==> config.mk <==
export PLATFORM = sky130hd
export DESIGN_NAME = countdown_timer_ctrl
export DESIGN_NICKNAME = d
export VERILOG_FILES = /design/src/rtl/timer_pkg.sv /design/src/rtl/bcd_mmss_counter.sv /design/src/rtl/countdown_timer_ctrl.sv
export SDC_FILE = /design/constraint.sdc
export NUM_CORES = 1
export LEC_CHECK = 0
export CAP_MARGIN = 20
export CORE_AREA = 2 2 106 82
export DETAILED_ROUTE_END_ITERATION = 6
export DIE_AREA = 0 0 108 84
export PLACE_DENSITY = 0.53
export SKIP_CTS_REPAIR_TIMING = 1
export SLEW_MARGIN = 10
export SYNTH_ARGS = -nofsm -noshare
export SYNTH_HDL_FRONTEND = slang
export SYNTH_SLANG_ARGS = --single-unit
==> constraint.sdc <==
create_clock -name clk -period 3.19 [get_ports clk]
set_input_delay 0.319 -clock clk [delete_from_list [all_inputs] [get_ports clk]]
set_output_delay 0.319 -clock clk [all_outputs]
set_load 0.01 [all_outputs]
==> src/rtl/timer_pkg.sv <==
// Shared definitions for the kitchen countdown timer: state codes, BCD digit
// limits and small digit-wrap helpers used by the mm:ss counter.
package timer_pkg;

  localparam int STATE_W = 2;
  localparam logic [3:0] BCD_UNIT_MAX = 4'd9;
  localparam logic [3:0] BCD_TENS_MAX = 4'd5;

  typedef enum logic [STATE_W-1:0] {
    ST_SET   = 2'd0,
    ST_RUN   = 2'd1,
    ST_PAUSE = 2'd2,
    ST_ALARM = 2'd3
  } timer_state_e;

  function automatic logic [3:0] bcd_wrap_inc(input logic [3:0] d, input logic [3:0] max_d);
    return (d >= max_d) ? 4'd0 : d + 4'd1;
  endfunction

  function automatic logic [3:0] bcd_wrap_dec(input logic [3:0] d, input logic [3:0] max_d);
    return (d == 4'd0) ? max_d : d - 4'd1;
  endfunction

endpackage

==> src/rtl/bcd_mmss_counter.sv <==
// Four-digit mm:ss BCD register bank with clear, independent minute/second
// increments and a decrement with full borrow chain.
module bcd_mmss_counter
  import timer_pkg::*;
#(
  parameter int MAX_MIN10 = 5
) (
  input  logic       clk,
  input  logic       reset_p,
  input  logic       load_zero,
  input  logic       inc_min,
  input  logic       inc_sec,
  input  logic       dec,
  output logic [3:0] min10,
  output logic [3:0] min1,
  output logic [3:0] sec10,
  output logic [3:0] sec1,
  output logic       is_zero,
  output logic       will_be_zero
);

  localparam logic [3:0] MIN10_MAX = 4'(MAX_MIN10);

  logic [3:0] min10_r, min1_r, sec10_r, sec1_r;
  logic [3:0] min10_s, min1_s, sec10_s, sec1_s;
  logic       borrow0_s, borrow1_s, borrow2_s;

  assign min10 = min10_r;
  assign min1  = min1_r;
  assign sec10 = sec10_r;
  assign sec1  = sec1_r;

  assign is_zero      = (min10_r == 4'd0) && (min1_r == 4'd0) && (sec10_r == 4'd0) && (sec1_r == 4'd0);
  assign will_be_zero = dec && (min10_r == 4'd0) && (min1_r == 4'd0) && (sec10_r == 4'd0) && (sec1_r == 4'd1);

  assign borrow0_s = (sec1_r == 4'd0);
  assign borrow1_s = borrow0_s && (sec10_r == 4'd0);
  assign borrow2_s = borrow1_s && (min1_r == 4'd0);

  // Next digit values: clear beats decrement beats increments; decrement at 00:00 holds.
  always_comb begin
    min10_s = min10_r;
    min1_s  = min1_r;
    sec10_s = sec10_r;
    sec1_s  = sec1_r;
    if (load_zero) begin
      min10_s = 4'd0;
      min1_s  = 4'd0;
      sec10_s = 4'd0;
      sec1_s  = 4'd0;
    end else if (dec && !is_zero) begin
      sec1_s  = bcd_wrap_dec(sec1_r, BCD_UNIT_MAX);
      sec10_s = borrow0_s ? bcd_wrap_dec(sec10_r, BCD_TENS_MAX) : sec10_r;
      min1_s  = borrow1_s ? bcd_wrap_dec(min1_r, BCD_UNIT_MAX) : min1_r;
      min10_s = borrow2_s ? bcd_wrap_dec(min10_r, MIN10_MAX) : min10_r;
    end else begin
      sec1_s  = inc_sec ? bcd_wrap_inc(sec1_r, BCD_UNIT_MAX) : sec1_r;
      sec10_s = (inc_sec && (sec1_r == BCD_UNIT_MAX)) ? bcd_wrap_inc(sec10_r, BCD_TENS_MAX) : sec10_r;
      min1_s  = inc_min ? bcd_wrap_inc(min1_r, BCD_UNIT_MAX) : min1_r;
      min10_s = (inc_min && (min1_r == BCD_UNIT_MAX)) ? bcd_wrap_inc(min10_r, MIN10_MAX) : min10_r;
    end
  end

  // Digit registers.
  always_ff @(posedge clk) begin
    if (reset_p) begin
      min10_r <= 4'd0;
      min1_r  <= 4'd0;
      sec10_r <= 4'd0;
      sec1_r  <= 4'd0;
    end else begin
      min10_r <= min10_s;
      min1_r  <= min1_s;
      sec10_r <= sec10_s;
      sec1_r  <= sec1_s;
    end
  end

endmodule

==> src/rtl/countdown_timer_ctrl.sv <==
// Kitchen-timer controller: SET/RUN/PAUSE/ALARM sequencing over a BCD mm:ss
// countdown, with an auto-expiring alarm.
module countdown_timer_ctrl
  import timer_pkg::*;
#(
  parameter int ALARM_SEC = 10,
  parameter int MAX_MIN10 = 5
) (
  input  logic               clk,
  input  logic               reset_p,
  input  logic               clk_sec,
  input  logic               btn_start,
  input  logic               btn_clear,
  input  logic               btn_inc_min,
  input  logic               btn_inc_sec,
  output logic [3:0]         min10,
  output logic [3:0]         min1,
  output logic [3:0]         sec10,
  output logic [3:0]         sec1,
  output logic               running,
  output logic               alarm,
  output logic [STATE_W-1:0] state
);

  localparam logic [5:0] ALARM_LAST = 6'(ALARM_SEC - 1);

  timer_state_e state_r, state_nx_s;
  logic [5:0]   alarm_cnt_r, alarm_cnt_nx_s;
  logic         running_r, alarm_r;
  logic         load_zero_s, dec_s, inc_min_s, inc_sec_s;
  logic         is_zero_s, will_be_zero_s;

  bcd_mmss_counter #(.MAX_MIN10(MAX_MIN10)) u_counter (
    .clk         (clk),
    .reset_p     (reset_p),
    .load_zero   (load_zero_s),
    .inc_min     (inc_min_s),
    .inc_sec     (inc_sec_s),
    .dec         (dec_s),
    .min10       (min10),
    .min1        (min1),
    .sec10       (sec10),
    .sec1        (sec1),
    .is_zero     (is_zero_s),
    .will_be_zero(will_be_zero_s)
  );

  assign state   = state_r;
  assign running = running_r;
  assign alarm   = alarm_r;

  // Next state, alarm counter and counter commands; clear > start > clk_sec > inc.
  always_comb begin
    state_nx_s     = state_r;
    alarm_cnt_nx_s = alarm_cnt_r;
    load_zero_s    = 1'b0;
    dec_s          = 1'b0;
    inc_min_s      = 1'b0;
    inc_sec_s      = 1'b0;
    case (state_r)
      ST_SET: begin
        if (btn_clear) begin
          load_zero_s = 1'b1;
        end else if (btn_start) begin
          state_nx_s = is_zero_s ? ST_SET : ST_RUN;
        end else begin
          inc_min_s = btn_inc_min;
          inc_sec_s = btn_inc_sec;
        end
      end
      ST_RUN: begin
        if (btn_clear) begin
          load_zero_s = 1'b1;
          state_nx_s  = ST_SET;
        end else begin
          // A tick coinciding with start still decrements; reaching zero beats pause.
          dec_s = clk_sec;
          if (will_be_zero_s) begin
            state_nx_s     = ST_ALARM;
            alarm_cnt_nx_s = 6'd0;
          end else if (btn_start) begin
            state_nx_s = ST_PAUSE;
          end else begin
            state_nx_s = ST_RUN;
          end
        end
      end
      ST_PAUSE: begin
        if (btn_clear) begin
          load_zero_s = 1'b1;
          state_nx_s  = ST_SET;
        end else if (btn_start) begin
          state_nx_s = ST_RUN;
        end else begin
          state_nx_s = ST_PAUSE;
        end
      end
      ST_ALARM: begin
        if (btn_clear || btn_start) begin
          load_zero_s    = 1'b1;
          state_nx_s     = ST_SET;
          alarm_cnt_nx_s = 6'd0;
        end else if (clk_sec) begin
          if (alarm_cnt_r >= ALARM_LAST) begin
            state_nx_s     = ST_SET;
            alarm_cnt_nx_s = 6'd0;
          end else begin
            alarm_cnt_nx_s = alarm_cnt_r + 6'd1;
          end
        end else begin
          state_nx_s = ST_ALARM;
        end
      end
      default: begin
        state_nx_s     = ST_SET;
        alarm_cnt_nx_s = 6'd0;
        load_zero_s    = 1'b1;
      end
    endcase
  end

  // State, alarm counter and registered status flags.
  always_ff @(posedge clk) begin
    if (reset_p) begin
      state_r     <= ST_SET;
      alarm_cnt_r <= 6'd0;
      running_r   <= 1'b0;
      alarm_r     <= 1'b0;
    end else begin
      state_r     <= state_nx_s;
      alarm_cnt_r <= alarm_cnt_nx_s;
      running_r   <= (state_nx_s == ST_RUN);
      alarm_r     <= (state_nx_s == ST_ALARM);
    end
  end

endmodule

==> flow_metrics.tcl <==
set metrics [dict create \
    dpl-instance-area_mm2 0.002330 \
    ys_ff_latch 26 \
    fin_skew_ps 1.976 \
    powerDensity_mw_per_mm2 241.9 \
    drive_gt1_frac 0.08015 \
    drtPass1Iterations 4 \
    r2r_slack_ps 540 \
    antenna_found_initial 0 \
    cp_data_arrival_time_ps 2850 \
    synth_area_mm2 0.001976 \
    synth_area_per_cell_um2 8.097 \
    cts_buffers 3 \
    finalSetupViolations 0 \
    cpLargestDelayFamily "simple AND/OR/NAND/NOR gates" \
    hp-start "alarm_cnt_r[5]$_SDFFE_PP0P_" \
    worstMarginPinSlew_ps 682.2 \
    fp.dieW_um 108 \
    cp-start-kind "flop" \
    clock_path_buffers 2 \
    grt_max_degree 14 \
    grt_pass1_wl_mm 8.480 \
    rr_endpoint "u_counter.sec1[2]$_SDFFE_PP0P_" \
    dr_total_vias 1875 \
    synth_cells 244 \
    clock-sinks 26 \
    cp-end-kind "flop" \
    grt_pass1_vias 1683 \
    drtIter0Drc 112 \
    yosysSeqAreaShare 0.2635 \
    drv_slew 0 \
    highest_layer "met4" \
    path_max_fanout 9 \
    synth_top_area_share 0.2635 \
    synth_area_leaders "dfxtp_1, ha_1, a21oi_1" \
    min_path_cells 1 \
    stdcell_area_mm2 0.002371 \
    p_leak_uw 0.0008684 \
    chipHeight_um 84 \
    clkTransAtPathRegs_ps 90 \
    cp.required_ps 3390 \
    cpMaxStageDelayCell "nor4_4" \
    crit_buf_inv 1 \
    io_buffers 26 \
    rsz0062_at_grt "no" \
    h-tree-depth 1 \
    layout_min_cycle_time_ps 2653 \
    yosysTopAreaCell "dfxtp_1" \
    synth_flop_cell "dfxtp_1" \
    wl_met2_mm 2.228 \
    hold_viol_final 0 \
    setup_ws_ps 537.1 \
    num_rows 29 \
    dp_worst_setup_slack_ps 493.6 \
    grt-ovfl-total 0 \
    area.growth.synth_to_final_pct 20.01 \
    initial_utilization 0.2420 \
    cts_root_buffer "clkbuf_8" \
    dieArea_mm2 0.009072 \
    wl_met1_mm 2.664 \
    wl_met3_um 227 \
    core_area_mm2 0.008164 \
    place.gp.congestion 0.8365 \
    maxCapViolations 0 \
    drtAntennaViolNets 0 \
    worstHoldEndpoint "alarm_cnt_r[5]$_SDFFE_PP0P_" \
    critPathMaxStageDelay_ps 610 \
    period_share 0.8316 \
    remaining_drc_errors 0 \
    status "completed" \
    wl_per_cell_um 13.99 \
    dp.final_hpwl_mm 3.886 \
    antenna_cells 0 \
    yosysWarningCount 0 \
    avgViaCountPerCell 5.068 \
    grt_usage 0.1160 \
    hold_path_class "reg2reg" \
    cts_tree "yes" \
    routed_wirelength_mm 5.178 \
    crit_path_cell_trace "inv_1 -> ha_1 -> or3b_1 -> nor4_4 -> nor2_4 -> o311a_1 -> a211oi_2" \
    r2r_start "u_counter.sec10[0]$_SDFFE_PP0P_" \
    r2r_cells 7 \
    final_nets 287 \
    power_uw 573.5 \
    ys_types 59 \
    ir_worst_vdd_uv 168.2 \
    synth_edf_count 0 \
    max_freq_mhz 376.9 \
    insertion_delay_ps 270 \
    syn-num-nets 267 \
    async_flop_share 0 \
    criticalPathCategory "reg2reg" \
    pin_count 27 \
    tns_ps 0 \
    slew_headroom 0.5442 \
]
worst reg2reg max path, stage by stage (launching register included):
cell	delay (ps)
dfxtp_1	380
inv_1	100
ha_1	270
or3b_1	520
nor4_4	610
nor2_4	140
o311a_1	370
a211oi_2	180
layout by cell type, fill, tap and decap left out, drive strengths merged, types with 2 or more instances in the layout:
master,Yosys,layout
dfxtp,26,26
clkdlybuf4s50,0,26
a21oi,21,21
o21ai,21,21
inv,16,16
ha,16,16
nor2,16,16
nor3,11,11
nand2,10,10
nor3b,7,7
nand3,7,7
a31oi,7,7
or3b,6,6
nor2b,5,5
nor4,5,5
a211oi,4,4
a21boi,3,3
o211ai,3,3
or2,3,3
clkbuf,12,3
buf,2,3
nor4bb,2,2
nand2b,2,2
o21a,2,2
a311o,2,2
a311oi,2,2
nand4,2,2
a32oi,2,2
o211a,2,2
xnor2,2,2
mux2i,2,2
o221a,2,2
o311ai,2,2
o41ai,2,2
layout make-up:
type,instances,area (um2)
Clock buffer,3,41.29
Fill cell,860,5793
Inverter,16,60.06
Multi-Input combinational cell,188,1331
Sequential cell,26,520.5
Tap cell,108,135.1
Timing Repair Buffer,29,282.8
routing by layer:
metal  vias up  track usage
li1        958            -
met1       875       0.1655
met2        38       0.1744
met3         4      0.02810
met4         0      0.02797
met5         -            0
logic make-up (layout without fill, tap and decap cells):
logic type	Yosys count	after routing	share of synthesized area
AOI/OAI and AO/OA	86	86	0.3008
xor gates and xnor gates	2	2	0.008868
adders and majority gates	16	16	0.1013
buffers and inverters	30	48	0.06270
DFF	26	26	0.2635
muxes	2	2	0.01013
and+or+nand+nor	82	82	0.2527
stage by stage:
step	hold WS (ps)	instances	utilization
6_report	480.3	370	0.2904
5_1_grt	499.3	370	0.2904
4_1_cts	484.9	370	0.2904
3_5_place_dp	471.7	367	0.2854
3_3_place_gp	466.7	367	0.2854
2_1_floorplan	455.8	244	-
where the power goes:
group | switching (uW) | internal [uW]
clock | 101 | 84.6
sequential | 3.16 | 326
combinational | 34.6 | 24.0
total | 139 | 435
synthesized netlist by cell type, drive strengths merged, types with 2 or more instances:
master / n
a211oi: 4
a21boi: 3
a21oi: 21
a311o: 2
a311oi: 2
a31oi: 7
a32oi: 2
buf: 2
clkbuf: 12
dfxtp: 26
ha: 16
inv: 16
mux2i: 2
nand2: 10
nand2b: 2
nand3: 7
nand4: 2
nor2: 16
nor2b: 5
nor3: 11
nor3b: 7
nor4: 5
nor4bb: 2
o211a: 2
o211ai: 3
o21a: 2
o21ai: 21
o221a: 2
o311ai: 2
o41ai: 2
or2: 3
or3b: 6
xnor2: 2
registers in the layout, summed over array words and instances (netlist names):
signal	cells
u_counter.min1	4
u_counter.sec1	4
alarm	1
alarm_cnt_r	6
u_counter.sec10	4
u_counter.min10	4
running	1
state	2
worst max-delay path by stage:
stage	startpoint	to	slack, ps	cells after the start
finish	u_counter.sec10[0]$_SDFFE_PP0P_	u_counter.sec1[2]$_SDFFE_PP0P_	540	7
global route	u_counter.min1[0]$_SDFFE_PP0P_	u_counter.min10[3]$_SDFFE_PP0P_	310	7
CTS	u_counter.sec10[0]$_SDFFE_PP0P_	u_counter.sec1[2]$_SDFFE_PP0P_	520	7
detailed placement	btn_clear	u_counter.sec10[2]$_SDFFE_PP0P_	490	6
global placement	btn_clear	u_counter.sec10[2]$_SDFFE_PP0P_	510	6
floorplan	u_counter.sec10[0]$_SDFFE_PP0P_	u_counter.sec1[2]$_SDFFE_PP0P_	900	8
Note: power is estimated with default switching activity, not from simulation.
